==> config.mk <==
export PLATFORM = sky130hd
export DESIGN_NAME = ofdm_cp_remover
export DESIGN_NICKNAME = d
export VERILOG_FILES = /design/src/rtl/ofdm_cp_remover.sv
export SDC_FILE = /design/constraint.sdc
export NUM_CORES = 1
export LEC_CHECK = 0
export CORE_MARGIN = 8
export CORE_UTILIZATION = 49
export DETAILED_ROUTE_END_ITERATION = 10
export GPL_TIMING_DRIVEN = 0
export PLACE_DENSITY_LB_ADDON = 0.08
export SLEW_MARGIN = 20
export SYNTH_ARGS = -nofsm -noshare
export SYNTH_HDL_FRONTEND = slang
export SYNTH_SLANG_ARGS = --single-unit
export TNS_END_PERCENT = 30
==> constraint.sdc <==
create_clock -name aclk -period 2.45 [get_ports aclk]
set_input_delay 0.245 -clock aclk [delete_from_list [all_inputs] [get_ports aclk]]
set_output_delay 0.245 -clock aclk [all_outputs]
set_load 0.01 [all_outputs]
==> src/rtl/ofdm_cp_remover.sv <==
// ---------------------------------------------------------------------------
// ofdm_cp_remover
//   Receive-side cyclic-prefix stripper. Consumes a continuous stream of
//   complex time-domain samples, CP+N beats per OFDM symbol. It drops the
//   first CP beats and forwards the N body beats through a single output
//   register to the FFT. tlast marks the last body beat of each symbol.
//   tuser carries the symbol index, modulo 256.
//
// Optional feature (compile-time macro OFDM_CP_RESYNC_EN):
//   When defined, s_axis_tlast is honoured. An accepted beat that carries
//   tlast before the expected symbol end restarts framing at CP sample 0.
//   The symbol index advances and err_sync pulses for one cycle. When the
//   macro is undefined, s_axis_tlast is ignored and err_sync stays 0.
//
// Ports
//   aclk, aresetn          clock, asynchronous active-low reset
//   s_axis_tdata/tvalid/   input sample stream ([31:16] re, [15:0] im)
//   tlast/tready
//   m_axis_tdata/tvalid/   body sample stream to the FFT
//   tlast/tuser/tready
//   err_sync               one-cycle framing-mismatch pulse
// ---------------------------------------------------------------------------
module ofdm_cp_remover #(
    parameter int N  = 32,
    parameter int CP = 16,
    parameter int DW = 32
) (
    input  logic          aclk,
    input  logic          aresetn,
    input  logic [DW-1:0] s_axis_tdata,
    input  logic          s_axis_tvalid,
    input  logic          s_axis_tlast,
    output logic          s_axis_tready,
    output logic [DW-1:0] m_axis_tdata,
    output logic          m_axis_tvalid,
    output logic          m_axis_tlast,
    output logic [7:0]    m_axis_tuser,
    input  logic          m_axis_tready,
    output logic          err_sync
);
    localparam int TOT = CP + N;
    localparam int CW  = $clog2(TOT);
    localparam logic [CW-1:0] CNT_ZERO     = {CW{1'b0}};
    localparam logic [CW-1:0] CNT_ONE      = {{(CW-1){1'b0}}, 1'b1};
    localparam logic [CW-1:0] CNT_CP_LAST  = CW'(CP - 1);
    localparam logic [CW-1:0] CNT_SYM_LAST = CW'(TOT - 1);

    typedef enum logic [0:0] {
        ST_SKIP = 1'b0,
        ST_PASS = 1'b1
    } state_t;

    state_t        state_q, state_d;
    logic [CW-1:0] samp_cnt_q, samp_cnt_d;
    logic [7:0]    sym_idx_q, sym_idx_d;
    logic [DW-1:0] tdata_q, tdata_d;
    logic          tvalid_q, tvalid_d;
    logic          tlast_q, tlast_d;
    logic [7:0]    tuser_q, tuser_d;
    logic          err_q, err_d;

    logic          accept_s;
    logic          out_fire_s;
    logic          resync_s;
    logic          sym_end_s;

    // Input ready: CP beats are always drained; body beats need room in the output register
    always_comb begin
        if (state_q == ST_PASS) begin
            s_axis_tready = !tvalid_q || m_axis_tready;
        end else begin
            s_axis_tready = 1'b1;
        end
    end

    assign accept_s   = s_axis_tvalid && s_axis_tready;
    assign out_fire_s = tvalid_q && m_axis_tready;

`ifdef OFDM_CP_RESYNC_EN
    // An early tlast truncates the current symbol; a missing tlast is ignored.
    assign resync_s = accept_s && s_axis_tlast && (samp_cnt_q != CNT_SYM_LAST);
`else
    logic unused_tlast_s;
    assign unused_tlast_s = s_axis_tlast;
    assign resync_s       = 1'b0;
`endif

    assign sym_end_s = resync_s || (samp_cnt_q == CNT_SYM_LAST);

    // Next-state, counter and output-register load logic
    always_comb begin
        state_d    = state_q;
        samp_cnt_d = samp_cnt_q;
        sym_idx_d  = sym_idx_q;
        tdata_d    = tdata_q;
        tlast_d    = tlast_q;
        tuser_d    = tuser_q;
        err_d      = resync_s;
        if (out_fire_s) begin
            tvalid_d = 1'b0;
        end else begin
            tvalid_d = tvalid_q;
        end

        case (state_q)
            ST_SKIP: begin
                if (accept_s) begin
                    if (resync_s) begin
                        samp_cnt_d = CNT_ZERO;
                        sym_idx_d  = sym_idx_q + 8'd1;
                    end else if (samp_cnt_q == CNT_CP_LAST) begin
                        samp_cnt_d = samp_cnt_q + CNT_ONE;
                        state_d    = ST_PASS;
                    end else begin
                        samp_cnt_d = samp_cnt_q + CNT_ONE;
                    end
                end else begin
                    samp_cnt_d = samp_cnt_q;
                end
            end
            ST_PASS: begin
                if (accept_s) begin
                    // A load overrides the clear above, so a simultaneous
                    // transfer and accept keeps tvalid high.
                    tvalid_d = 1'b1;
                    tdata_d  = s_axis_tdata;
                    tuser_d  = sym_idx_q;
                    tlast_d  = sym_end_s;
                    if (sym_end_s) begin
                        samp_cnt_d = CNT_ZERO;
                        sym_idx_d  = sym_idx_q + 8'd1;
                        state_d    = ST_SKIP;
                    end else begin
                        samp_cnt_d = samp_cnt_q + CNT_ONE;
                    end
                end else begin
                    samp_cnt_d = samp_cnt_q;
                end
            end
            default: begin
                state_d    = ST_SKIP;
                samp_cnt_d = CNT_ZERO;
            end
        endcase
    end

    // State and output registers
    always_ff @(posedge aclk or negedge aresetn) begin
        if (!aresetn) begin
            state_q    <= ST_SKIP;
            samp_cnt_q <= CNT_ZERO;
            sym_idx_q  <= 8'd0;
            tdata_q    <= {DW{1'b0}};
            tvalid_q   <= 1'b0;
            tlast_q    <= 1'b0;
            tuser_q    <= 8'd0;
            err_q      <= 1'b0;
        end else begin
            state_q    <= state_d;
            samp_cnt_q <= samp_cnt_d;
            sym_idx_q  <= sym_idx_d;
            tdata_q    <= tdata_d;
            tvalid_q   <= tvalid_d;
            tlast_q    <= tlast_d;
            tuser_q    <= tuser_d;
            err_q      <= err_d;
        end
    end

    assign m_axis_tdata  = tdata_q;
    assign m_axis_tvalid = tvalid_q;
    assign m_axis_tlast  = tlast_q;
    assign m_axis_tuser  = tuser_q;
    assign err_sync      = err_q;

endmodule

# Word level (Yosys, flattened, before mapping)
# Index checks and enable logic that the tools add are counted.
# classes
eq_ne	5
n_bitwise	1
reduce_logical	7
addsub	2
mux	16
# ops
operator	n
two-way mux 8 bit	3
two-way mux 6 bit	3
case mux 6 bit (2 select lines)	1
adder 8 x 1 -> 8 bit (second input constant)	1
two-way mux 1 bit	8
adder 6 x 1 -> 6 bit (second input constant)	1
equality test 6 x 4 -> 1 bit (second input constant)	1
equality test 6 bit (second input constant)	1
inequality test 2 x 1 -> 1 bit (second input constant)	2
AND reduction 2 bit	2
AND reduction 3 bit	1
logical AND 1 bit	2
inequality test 2 bit (second input constant)	1
case mux 1 bit (2 select lines)	1
zero test 1 bit	1
logical OR 1 bit	1
NOT 1 bit	1
# totals
register_bits	57
word_cells	38
inputBits	37
output_inout_bits	44

# Depth between registers and ports, before layout
# logic_depth
word_depth	6
depth_mapped	6
ltp_nobuf	5

# Least setup slack after synthesis
# Ideal clock, no wire load.
# synth_timing
kind	register to register
start	register samp_cnt_q[0]
end	register sym_idx_q[1]
arrival_ns	1.429
stages_incl_launch_ff	6
setup_slack_ns	0.896
setup_ns	0.125
period_less_slack_ns	1.554
path_buffers	1
required_time_ns	2.325
path_cell_list	dfrtp_1 -> ha_1 -> and4b_2 -> and4_1 -> buf_6 -> mux2_4
# synth_between
elab_chain_len	3
# synth_lines
item	line	text
start: declaration	54	logic [CW-1:0] samp_cnt_q, samp_cnt_d;
start signal: assignment	160	samp_cnt_q <= samp_cnt_d;
equality test 6 bit	88	assign sym_end_s = resync_s || (samp_cnt_q == CNT_SYM_LAST);
inequality test 2 x 1 -> 1 bit (no line)	--	
AND reduction 3 bit (no line)	--	
end signal: assignment	161	sym_idx_q <= sym_idx_d;
end: declaration	55	logic [7:0] sym_idx_q, sym_idx_d;
# No other way between the ends.
# A chain may end at the register's enable or synchronous reset.

# Worst setup path in the final report
# layout_timing
start	register state_q
end	output s_axis_tready
# layout_between
elab_chain_len	1
# layout_lines
item	line	text
start: declaration	53	state_t state_q, state_d;
start signal: assignment	159	state_q <= state_d;
two-way mux 1 bit	69	if (state_q == ST_PASS) begin
end: declaration	33	output logic s_axis_tready,
# No other way between the ends.

==> impl_metrics.yaml <==
logic_synthesis:
  synthDistinctLibCells: 30
  netlist.area_leader.share: 0.592
  synth_edf_count: 0
  synthCells: 157
  synthTopCellsByArea: "dfrtp_1 (59%), mux2_4 (19%), mux2_1 (2.8%)"
  async_reset_ff_frac: 1.00
  ys.flop_type: "dfrtp_1"
  avgSynthCellArea_sq_um: 15.3
  seq_area_frac_synth: 0.592
  synth_top_area_cell: "dfrtp_1"
  synth_warnings: 0
  ys_ff_latch: 57
  synth_nets: 196
  netlist_area_sq_um: 2410
detailed_routing:
  drc: 0
  viasPerCell: 4.97
  dr.pass1.iters: 4
  detail-route-antenna-nets: 0
  routed_wirelength_um: 5560
  wl_per_cell_um: 17.4
  drt_iter0_drc: 41
  dr_total_vias: 1586
setup_path:
  startpoint_type: "flip-flop"
  slowest_stage: "clkdlybuf4s50_1"
  crit_chain: "nand3b_1, clkdlybuf4s50_1"
  critical_path.top_delay_family: "buffers and inverters"
  max_stage_delay_ns: 0.56
  cp.required_ns: 2.20
  arrival_ns: 1.45
  path_max_fanout: 5
  worstSetupPathDepth: 2
  worst_setup_path_end_kind: "primary output"
  path_buf_inv: 1
  worstSetupPathType: "reg2out"
  r2r_cells: 5
timing:
  max_slew_margin: 0.530
  post-route-period-util: 0.693
  rsz0062_at_grt: "no"
  fin_crit_ns: 1.70
  fin_skew_ns: 0.00558
  slew_violations: 0
  worst_pin_slew_ns: 0.705
  setup-tns-final_ns: 0
  setup_viol: 0
  achievable-frequency_ghz: 0.589
  hold_viol_final: 0
placement:
  placed_area_sq_um: 3270
  io_buffers: 78
  place_inst: 302
  dp_hpwl_um: 4140
  place_congestion: 0.858
clock_network:
  path_clk_slew_ns: 0.06
  postCtsSetupRepairBufs: 0
  cts_htree_levels: 3
  cts_tree: "done"
  clk-insertion-delay-late_ns: 0.32
  cts_buffers: 9
  cts_sinks: 57
  cts_buffer_depth: 2
  cts_resized: 0
  root_buffer: "clkbuf_8"
run_status:
  outcome: "finished clean"
grt:
  grt_pass1_vias: 1647
  grtUsageTotal: 0.156
  grt_max_degree: 58
  grt_antenna_before_repair: 0
  grt_pass1_wl_um: 8790
  grt.overflow.total: 0
min_path:
  holdPathStages: 1
  hold_path.class: "reg2reg"
cells_and_area:
  layout_common_cells: "clkdlybuf4s50_1 (77), dfrtp_1 (57), mux2_4 (31), clkbuf_8 (12), nand2_1 (10)"
  area_growth_pct: 44.8
  n_fill_cell: 322
  layout-drive-gt1-share: 0.230
  design_area_sq_um: 3490
  antenna_cells: 0
  layout.cells.most_common: "clkdlybuf4s50_1"
  fin_nets: 286
  stdcell_count: 319
power_and_ir_drop:
  power_leakage_nw: 1.61
  vdd_drop_max_mv: 0.591
  p_per_area_nw_per_um2: 998
  power_mw: 3.48
floorplanning:
  die_area_sq_um: 7420
  io_pins: 81
  die_y_um: 86.1
  initial_core_util: 0.510
  std_cell_rows: 25
  core_sq_um: 4720
  die-width_um: 86.1
run:
  maxCapViolCount: 0
flip-flops by register name, indices dropped and copies added (netlist names):
signal	count
m_axis_tdata	32
m_axis_tuser	8
sym_idx_q	8
samp_cnt_q	6
m_axis_tlast	1
m_axis_tvalid	1
state_q	1
routing by layer:
metal	wire (um)	part of all wire	GRT usage	vias to the layer above
met5	0	0	0	-
met2	2660	0.48	0.249	60
met3	402	0.072	0.0525	8
li1	-	-	-	730
met4	79	0.014	0.0669	0
met1	2420	0.44	0.186	788
power breakdown:
| group | total [mW] | switching, mW | internal, mW |
|---|---|---|---|
| Clock | 0.898 | 0.345 | 0.552 |
| Combinational | 1.19 | 0.402 | 0.785 |
| Sequential | 1.40 | 0.179 | 1.22 |
| Total | 3.48 | 0.927 | 2.56 |
synth_stat cells, types with 2 or more instances:
cell type  instances
ha_1               2
nand2_1           10
dfrtp_1           57
mux2_1             6
buf_6              4
a32o_1             2
and3_1             4
nand3_1            3
mux2_4            31
o21ai_1            2
and2_1             2
xnor2_1            7
mux2_2             5
nand4_1            6
cells by family (layout without fill, tap and decap cells):
kind of cell / count (synthesis) / after routing / synth area share
xor gates and xnor gates: 8 / 8 / 0.0291
AOI/OAI and AO/OA: 7 / 7 / 0.0208
muxes: 42 / 42 / 0.245
adders and majority gates: 2 / 2 / 0.0104
buffers and inverters: 7 / 102 / 0.0254
other: 1 / 1 / 0.00156
DFF: 57 / 57 / 0.592
and+or+nand+nor: 33 / 33 / 0.0763
final cells by class:
type                            instances  area, sq um  area share
Buffer                                  6         57.6      0.0165
Sequential cell                        57         1430       0.409
Multi-Input combinational cell         93          922       0.264
Timing Repair Buffer                   79          788       0.226
Clock inverter                          2         35.0      0.0100
Tap cell                               67         83.8      0.0240
Clock buffer                           14          173      0.0495
Inverter                                1         3.75     0.00108
timing repair:
item | CTS | global route
endpoints found under the setup margin | 0 | 0
hold buffers | 1 | 0
endpoints found under the hold margin | 35 | 0
worst paths after layout:
path | start | to | slack [ns]
setup / recovery | state_q | s_axis_tready | 0.75
hold / removal | m_axis_tdata[7] | m_axis_tdata[7] | 0.50
setup reg to reg | samp_cnt_q[0] | sym_idx_q[1] | 0.80
hold reg to reg | m_axis_tdata[7] | m_axis_tdata[7] | 0.50
max in group asynchronous | aresetn | samp_cnt_q[0] | 1.46
min in group asynchronous | aresetn | m_axis_tdata[17] | 0.52
stage by stage:
step            util  hold slack [ns]  setup slack (ns)
2_1_floorplan      -          -0.0506             0.896
3_3_place_gp   0.693            0.459            -0.485
3_5_place_dp   0.693            0.344             0.555
4_1_cts        0.739            0.499             0.733
5_1_grt        0.739            0.513             0.670
6_report       0.739            0.495             0.752
(Power assumes the default switching activity.)
